## src/rtl/imem_loader_if.sv

```systemverilog
// Byte-stream, instruction-memory write and load-control signals of imem_loader.
// master = host/boot source side, slave = the loader itself.
interface imem_loader_if #(
  parameter int ADDR_W = 8
) ();
  logic              start;
  logic [ADDR_W:0]   word_count;
  logic              byte_valid;
  logic [7:0]        byte_data;
  logic              byte_ready;
  logic              im_we;
  logic [ADDR_W-1:0] im_addr;
  logic [31:0]       im_wdata;
  logic              busy;
  logic              done;
  logic              err;
  logic              cpu_rst_n;

  modport master (
    output start, word_count, byte_valid, byte_data,
    input  byte_ready, im_we, im_addr, im_wdata, busy, done, err, cpu_rst_n
  );

  modport slave (
    input  start, word_count, byte_valid, byte_data,
    output byte_ready, im_we, im_addr, im_wdata, busy, done, err, cpu_rst_n
  );
endinterface

```

## src/rtl/imem_loader.sv

```systemverilog
// Boot loader: packs a big-endian byte stream into 32-bit words, writes them to
// instruction memory from address 0, then releases the core reset. Optional
// trailing XOR checksum byte when IMEM_LOADER_CHECKSUM_EN is defined.
module imem_loader #(
  parameter int ADDR_W = 8,
  parameter int DATA_W = 32
) (
  input logic         clk,
  input logic         rst_n,
  imem_loader_if.slave bus
);

  typedef enum logic [2:0] {
    IDLE  = 3'd0,
    RECV  = 3'd1,
    WRITE = 3'd2,
`ifdef IMEM_LOADER_CHECKSUM_EN
    CHECK = 3'd3,
`endif
    DONE  = 3'd4
  } state_t;

  localparam logic [ADDR_W:0] MAX_WORDS = {1'b1, {ADDR_W{1'b0}}};
  localparam logic [ADDR_W:0] ONE_WORD  = {{ADDR_W{1'b0}}, 1'b1};
  localparam logic [ADDR_W:0] NO_WORDS  = {(ADDR_W+1){1'b0}};

  function automatic logic [ADDR_W:0] clamp_count(input logic [ADDR_W:0] n);
    if (n > MAX_WORDS) begin
      return MAX_WORDS;
    end else begin
      return n;
    end
  endfunction

  state_t              state_r;
  logic [ADDR_W-1:0]   addr_r;
  logic [ADDR_W:0]     remaining_r;
  logic [1:0]          byte_idx_r;
  logic [DATA_W-1:0]   word_r;
  logic                byte_ready_r;
  logic                im_we_r;
  logic [ADDR_W-1:0]   im_addr_r;
  logic [DATA_W-1:0]   im_wdata_r;
  logic                busy_r;
  logic                done_r;
  logic                cpu_rst_n_r;
`ifdef IMEM_LOADER_CHECKSUM_EN
  logic                err_r;
  logic [7:0]          xor_r;
`endif

  logic                hs_s;
  logic [DATA_W-1:0]   packed_s;

  assign hs_s     = bus.byte_valid & byte_ready_r;
  assign packed_s = {word_r[DATA_W-9:0], bus.byte_data};

  // Loader FSM; every output is registered and set for the state being entered
  always_ff @(posedge clk or negedge rst_n) begin
    if (!rst_n) begin
      state_r      <= IDLE;
      addr_r       <= {ADDR_W{1'b0}};
      remaining_r  <= NO_WORDS;
      byte_idx_r   <= 2'd0;
      word_r       <= {DATA_W{1'b0}};
      byte_ready_r <= 1'b0;
      im_we_r      <= 1'b0;
      im_addr_r    <= {ADDR_W{1'b0}};
      im_wdata_r   <= {DATA_W{1'b0}};
      busy_r       <= 1'b0;
      done_r       <= 1'b0;
      cpu_rst_n_r  <= 1'b0;
`ifdef IMEM_LOADER_CHECKSUM_EN
      err_r        <= 1'b0;
      xor_r        <= 8'h00;
`endif
    end else begin
      im_we_r <= 1'b0;
      case (state_r)
        IDLE, DONE: begin
          if (bus.start) begin
            addr_r     <= {ADDR_W{1'b0}};
            byte_idx_r <= 2'd0;
            word_r     <= {DATA_W{1'b0}};
`ifdef IMEM_LOADER_CHECKSUM_EN
            err_r      <= 1'b0;
            xor_r      <= 8'h00;
`endif
            if (bus.word_count != NO_WORDS) begin
              remaining_r  <= clamp_count(bus.word_count);
              state_r      <= RECV;
              byte_ready_r <= 1'b1;
              busy_r       <= 1'b1;
              done_r       <= 1'b0;
              cpu_rst_n_r  <= 1'b0;
            end else begin
              state_r      <= DONE;
              byte_ready_r <= 1'b0;
              busy_r       <= 1'b0;
              done_r       <= 1'b1;
              cpu_rst_n_r  <= 1'b1;
            end
          end else begin
            state_r <= state_r;
          end
        end
        RECV: begin
          if (hs_s) begin
            word_r <= packed_s;
`ifdef IMEM_LOADER_CHECKSUM_EN
            xor_r  <= xor_r ^ bus.byte_data;
`endif
            if (byte_idx_r == 2'd3) begin
              byte_idx_r   <= 2'd0;
              state_r      <= WRITE;
              byte_ready_r <= 1'b0;
              im_we_r      <= 1'b1;
              im_addr_r    <= addr_r;
              im_wdata_r   <= packed_s;
            end else begin
              byte_idx_r <= byte_idx_r + 2'd1;
            end
          end else begin
            state_r <= RECV;
          end
        end
        WRITE: begin
          remaining_r <= remaining_r - ONE_WORD;
          // Address only advances when another word follows, so a full load never wraps
          if (remaining_r == ONE_WORD) begin
`ifdef IMEM_LOADER_CHECKSUM_EN
            state_r      <= CHECK;
            byte_ready_r <= 1'b1;
`else
            state_r      <= DONE;
            busy_r       <= 1'b0;
            done_r       <= 1'b1;
            cpu_rst_n_r  <= 1'b1;
`endif
          end else begin
            addr_r       <= addr_r + {{(ADDR_W-1){1'b0}}, 1'b1};
            state_r      <= RECV;
            byte_ready_r <= 1'b1;
          end
        end
`ifdef IMEM_LOADER_CHECKSUM_EN
        CHECK: begin
          if (hs_s) begin
            state_r      <= DONE;
            byte_ready_r <= 1'b0;
            busy_r       <= 1'b0;
            done_r       <= 1'b1;
            err_r        <= (xor_r != bus.byte_data);
            cpu_rst_n_r  <= (xor_r == bus.byte_data);
          end else begin
            state_r <= CHECK;
          end
        end
`endif
        default: begin
          state_r      <= IDLE;
          byte_ready_r <= 1'b0;
          busy_r       <= 1'b0;
          done_r       <= 1'b0;
          cpu_rst_n_r  <= 1'b0;
        end
      endcase
    end
  end

  assign bus.byte_ready = byte_ready_r;
  assign bus.im_we      = im_we_r;
  assign bus.im_addr    = im_addr_r;
  assign bus.im_wdata   = im_wdata_r;
  assign bus.busy       = busy_r;
  assign bus.done       = done_r;
  assign bus.cpu_rst_n  = cpu_rst_n_r;
`ifdef IMEM_LOADER_CHECKSUM_EN
  assign bus.err        = err_r;
`else
  assign bus.err        = 1'b0;
`endif

endmodule

```

## src/flat_wrapper.sv

```systemverilog
// flat-port wrapper written by rule: the top's interface ports become plain ports
module imem_loader_flat 
#(
  parameter int ADDR_W = 8,
  parameter int DATA_W = 32
)
  (clk, rst_n, bus_start, bus_word_count, bus_byte_valid, bus_byte_data, bus_byte_ready, bus_im_we, bus_im_addr, bus_im_wdata, bus_busy, bus_done, bus_err, bus_cpu_rst_n);
  imem_loader_if #(.ADDR_W(ADDR_W)) bus_i ();
  input logic clk;
  input logic rst_n;
  input wire logic [$bits(bus_i.start)-1:0] bus_start;
  input wire logic [$bits(bus_i.word_count)-1:0] bus_word_count;
  input wire logic [$bits(bus_i.byte_valid)-1:0] bus_byte_valid;
  input wire logic [$bits(bus_i.byte_data)-1:0] bus_byte_data;
  output wire logic [$bits(bus_i.byte_ready)-1:0] bus_byte_ready;
  output wire logic [$bits(bus_i.im_we)-1:0] bus_im_we;
  output wire logic [$bits(bus_i.im_addr)-1:0] bus_im_addr;
  output wire logic [$bits(bus_i.im_wdata)-1:0] bus_im_wdata;
  output wire logic [$bits(bus_i.busy)-1:0] bus_busy;
  output wire logic [$bits(bus_i.done)-1:0] bus_done;
  output wire logic [$bits(bus_i.err)-1:0] bus_err;
  output wire logic [$bits(bus_i.cpu_rst_n)-1:0] bus_cpu_rst_n;
  assign bus_i.start = bus_start;
  assign bus_i.word_count = bus_word_count;
  assign bus_i.byte_valid = bus_byte_valid;
  assign bus_i.byte_data = bus_byte_data;
  assign bus_byte_ready = bus_i.byte_ready;
  assign bus_im_we = bus_i.im_we;
  assign bus_im_addr = bus_i.im_addr;
  assign bus_im_wdata = bus_i.im_wdata;
  assign bus_busy = bus_i.busy;
  assign bus_done = bus_i.done;
  assign bus_err = bus_i.err;
  assign bus_cpu_rst_n = bus_i.cpu_rst_n;
  imem_loader #(.ADDR_W(ADDR_W), .DATA_W(DATA_W)) u_core (.clk(clk), .rst_n(rst_n), .bus(bus_i));
endmodule
```

## config.mk

```make
export PLATFORM = sky130hd
export DESIGN_NAME = imem_loader_flat
export DESIGN_NICKNAME = d
export VERILOG_FILES = /design/src/rtl/imem_loader_if.sv /design/src/rtl/imem_loader.sv /design/src/flat_wrapper.sv
export SDC_FILE = /design/constraint.sdc
export NUM_CORES = 1
export LEC_CHECK = 0
export CAP_MARGIN = 5
export CORE_MARGIN = 2
export CORE_UTILIZATION = 49
export CTS_CLUSTER_SIZE = 28
export DETAILED_ROUTE_END_ITERATION = 6
export PLACE_DENSITY_LB_ADDON = 0.12
export SLEW_MARGIN = 20
export SYNTH_ARGS = -nofsm -noshare
export SYNTH_HDL_FRONTEND = slang
export SYNTH_SLANG_ARGS = --single-unit
```

## constraint.sdc

```tcl
create_clock -name clk -period 6.29 [get_ports clk]
set_clock_uncertainty 0.2 [all_clocks]
set_input_delay 0.629 -clock clk [delete_from_list [all_inputs] [get_ports clk]]
set_output_delay 0.629 -clock clk [all_outputs]
set_load 0.01 [all_outputs]
```

==> results.txt <==
The first TritonRoute pass finished after 4 iterations. VDD sags by at most between 0.15 and 0.2 mV. For this run, the number of Yosys warnings is 0.

The share of synthesized area in the top cell type comes to 0.560. The synthesized netlist net count came out at around 390. TritonCTS built the clock tree.

The share of layout cells above drive strength 1 came out at 0.176. The count of unique library cells instantiated by Yosys is 54. For this block, the via count after detailed routing is around 2,900. The final routed wire length divided by cell count is roughly 16 microns. The horizontal extent of the die is between 90 and 100 microns.

The iteration-0 DRC count of the detailed router is 150. The final period utilization is 0.470. The sum of net half-perimeters after detailed placement came out at ~5600 microns.

The worst max-slew margin expressed relative to the limit is 0.292. The signal arrival time at the worst endpoint came out at around 3.0 ns. The number of instances in the synthesized netlist came out at 361. The path class of the tightest hold or removal check is reg2reg. The area enclosed by the die boundary is 8950 sq um.

The number of top-level pins came out at 67. The number of sinks handled by clock tree synthesis came out at 90. The global-route wire length before repair is 14,200 microns.

Setup repair after global routing left no endpoint under its margin. The commonest register cell after synthesis is dfrtp_1. In this run the most critical hold path is launched from u_core.word_r[18]$_DFFE_PN0P_. The number of port buffers came out at 65.

The final RePlAce weighted congestion is ~0.85. The initial antenna violation count came to 0. The buffer cell driving the clock tree root is clkbuf_8.

In the final design database the tool counted 445 nets. The worst register-to-register path begins at u_core.state_r[1]$_DFFE_PN0P_. The total setup violations reported at the end of the flow is 0. The total routing usage reported by global routing came out at 0.203.

The mean instance size in the synthesized netlist is approximately 11 sq um. The number of setup buffers added after CTS came out at 0. For this run, asynchronously set or reset flops after synthesis account for 1.00. Overall power consumption after layout is estimated at around 2.1 mW. After detailed routing, the number of remaining DRC violations is 0. The area of the mapped netlist came out at ~4000 sq um.

Clock-pin slew was measured on the worst setup and hold paths at around 0.09 ns. The fraction of the yosys area taken by sequential cells came out at 0.560. In the layout the commonest cells are dfrtp_1 (90), clkdlybuf4s50_1 (64), nand2_1 (56), o21ai_0 (43), mux2_2 (40). The residual antenna-violating net count after detailed routing is 0. At the worst endpoint, the required time is approximately 6.3 ns. The H-tree was split into 3 levels. After synthesis the netlist holds a flip-flop and latch count of 90. The diode insertion count for antenna repair came out at 0.

The leading cell type in the layout, fill and taps excluded is dfrtp_1. The largest net degree at the start of global routing is 65. The final-layout setup total negative slack is 0 ns. In this run the standard cell core region covers ~8100 sq um. Global routing finished with a remaining overflow of 0. STA classifies the critical path startpoint as an input port. In this run the worst path has a maximum fanout of 14. The leakage dissipation came out at ~2.2 nW. The count of non-filler cells in the finished layout is 530. For the worst-skew pair, the clock arrives at the later sink with an insertion delay of 0.36 ns.

The depth of the worst register-to-register path is 4. The tool flagged a number of max-cap violations equal to 0. The type of the worst setup path is in2reg. The worst hold path terminates at u_core.word_r[18]$_DFFE_PN0P_. The height of the die came out at around 95 microns.

The worst hold path passes through 2 cells. The power density over the cells is 417 nW/um^2. The number of global-route vias before repair came out at 2,862. The run finished with clean final reports.

The initial cell density of the core came out at 0.497. The worst setup path is captured at a flop. The total count of hold-check failures in the final report is 0. The post-CTS resize count is 0. The number of cell rows came out at 33. The clock buffer count from CTS is 9. The filler cells instantiated in the layout total 711. The final number of max-transition violations is 0. The count of placed standard cells including taps came out at 512. Summed over all layers, the routed wires come to 8340 microns. The shortest clock period the worst path allows after layout is a little under 3 ns. dfrtp_1 takes more of the synthesized area than any other cell. Buffers inserted to repair hold after CTS numbered 1. The worst register-to-register path ends at u_core.remaining_r[0]$_DFFE_PN0P_. Yosys attributes the largest share of cell area to dfrtp_1 (56%), mux2_2 (11%), o21ai_0 (5.4%), nand2_1 (5.2%), ha_1 (1.2%). The growth of design area from synthesis to finish came out at 24.6%. The setup check on the worst reg-to-reg path leaves a slack of around 3.4 ns. The per-cell via count in the routed design came out at between 5 and 6.

The utilization after layout is 0.619. The maximum frequency from static timing analysis came out at around 340 MHz. The worst hold slack came out at about 0.28 ns. The slew at the pin with the worst max-slew slack is about 1.1 ns. The clock passes through at most 2 buffers.

In this run, synthesis inferred 0 flip-flops with an integrated enable.
[metrics by stage]
step | worst slack [ns] | instance area (sq um)
floorplan | 3.79 | 4020
global placement | 3.01 | 4740
detailed placement | 2.98 | 4740
CTS | 3.34 | 4980
global route | 3.18 | 5010
finish | 3.33 | 5010
[power by group]
| group | total [mW] | internal (mW) | switching [mW] |
|---|---|---|---|
| sequential | 0.909 | 0.764 | 0.145 |
| combinational | 0.728 | 0.372 | 0.356 |
| clock | 0.453 | 0.247 | 0.206 |
| total | 2.09 | 1.38 | 0.707 |
[routing by layer]
metal,vias up,track usage,part of all wire
met3,9,0.0407,0.036
met1,1449,0.282,0.47
met5,-,0,0
met4,0,0.0616,0.012
li1,1412,-,-
met2,66,0.324,0.49
[cells in the mapped netlist, types with 2 or more instances]
| cell | count |
|---|---|
| nor4_4 | 2 |
| inv_1 | 8 |
| mux2_2 | 40 |
| nand4_1 | 2 |
| o21ai_0 | 43 |
| or3b_2 | 2 |
| a21oi_1 | 9 |
| and3_1 | 4 |
| nor3_1 | 4 |
| nand2_1 | 56 |
| a32oi_1 | 2 |
| and4_1 | 2 |
| nor3b_2 | 2 |
| o21a_1 | 2 |
| o22ai_1 | 2 |
| or4_4 | 2 |
| ha_1 | 4 |
| or4_1 | 3 |
| nand3_1 | 5 |
| or3_1 | 4 |
| buf_2 | 6 |
| clkbuf_1 | 11 |
| dfrtp_1 | 90 |
| o2111ai_1 | 2 |
| nor4_1 | 2 |
| a221o_1 | 2 |
| a31oi_1 | 3 |
| nor2b_1 | 2 |
| a21o_1 | 4 |
| nor2_1 | 9 |
| a22oi_1 | 3 |
| o31ai_1 | 5 |
| buf_4 | 3 |
[cell type report]
cell class	instances	area, sq um	share of cell area
clock buffer	11	151	0.0302
multi-input combinational	242	1660	0.332
timing repair buffer	69	701	0.140
sequential	90	2250	0.449
clock inverter	5	83.8	0.0167
tap	105	131	0.0262
inverter	8	30.0	0.00599
[registers in the layout, summed over array words and instances, names as in the netlist]
signal,count
u_core.bus.done,1
u_core.word_r,24
u_core.remaining_r,9
u_core.bus.busy,1
u_core.bus.im_addr,8
u_core.bus.byte_ready,1
u_core.bus.im_wdata,32
u_core.byte_idx_r,2
u_core.state_r,3
u_core.addr_r,8
u_core.bus.im_we,1
[worst max-delay path: stages]
cell and delay [ns]:
clkdlybuf4s50_1 0.48, nor3b_2 0.84, nor2_1 0.29, or2_1 0.38, a221o_1 0.37
[how the worst max path moves through the flow]
stage	startpoint	end	slack, ns	cells past startpoint
after global placement	bus_start	u_core.remaining_r[5]$_DFFE_PN0P_	3.01	5
after detailed placement	bus_start	u_core.remaining_r[0]$_DFFE_PN0P_	2.98	5
after floorplan	bus_word_count[6]	u_core.remaining_r[1]$_DFFE_PN0P_	3.79	5
after CTS	bus_start	u_core.remaining_r[0]$_DFFE_PN0P_	3.34	5
final	bus_start	u_core.remaining_r[0]$_DFFE_PN0P_	3.33	5
after global routing	bus_start	u_core.remaining_r[0]$_DFFE_PN0P_	3.18	5
[logic make-up (layout without fill, tap and decap cells)]
logic type	Yosys count	in the layout	synth area share
flip-flops	90	90	0.560
AO/OA/AOI/OAI	89	89	0.138
adder cells (fa/ha/maj)	4	4	0.0124
other	1	1	0.000933
XOR/XNOR	1	1	0.00218
buffers and inverters	29	93	0.0317
multiplexers	41	41	0.116
AND/OR/NAND/NOR	106	106	0.139
No activity file was read; power rests on OpenSTA's default activity.
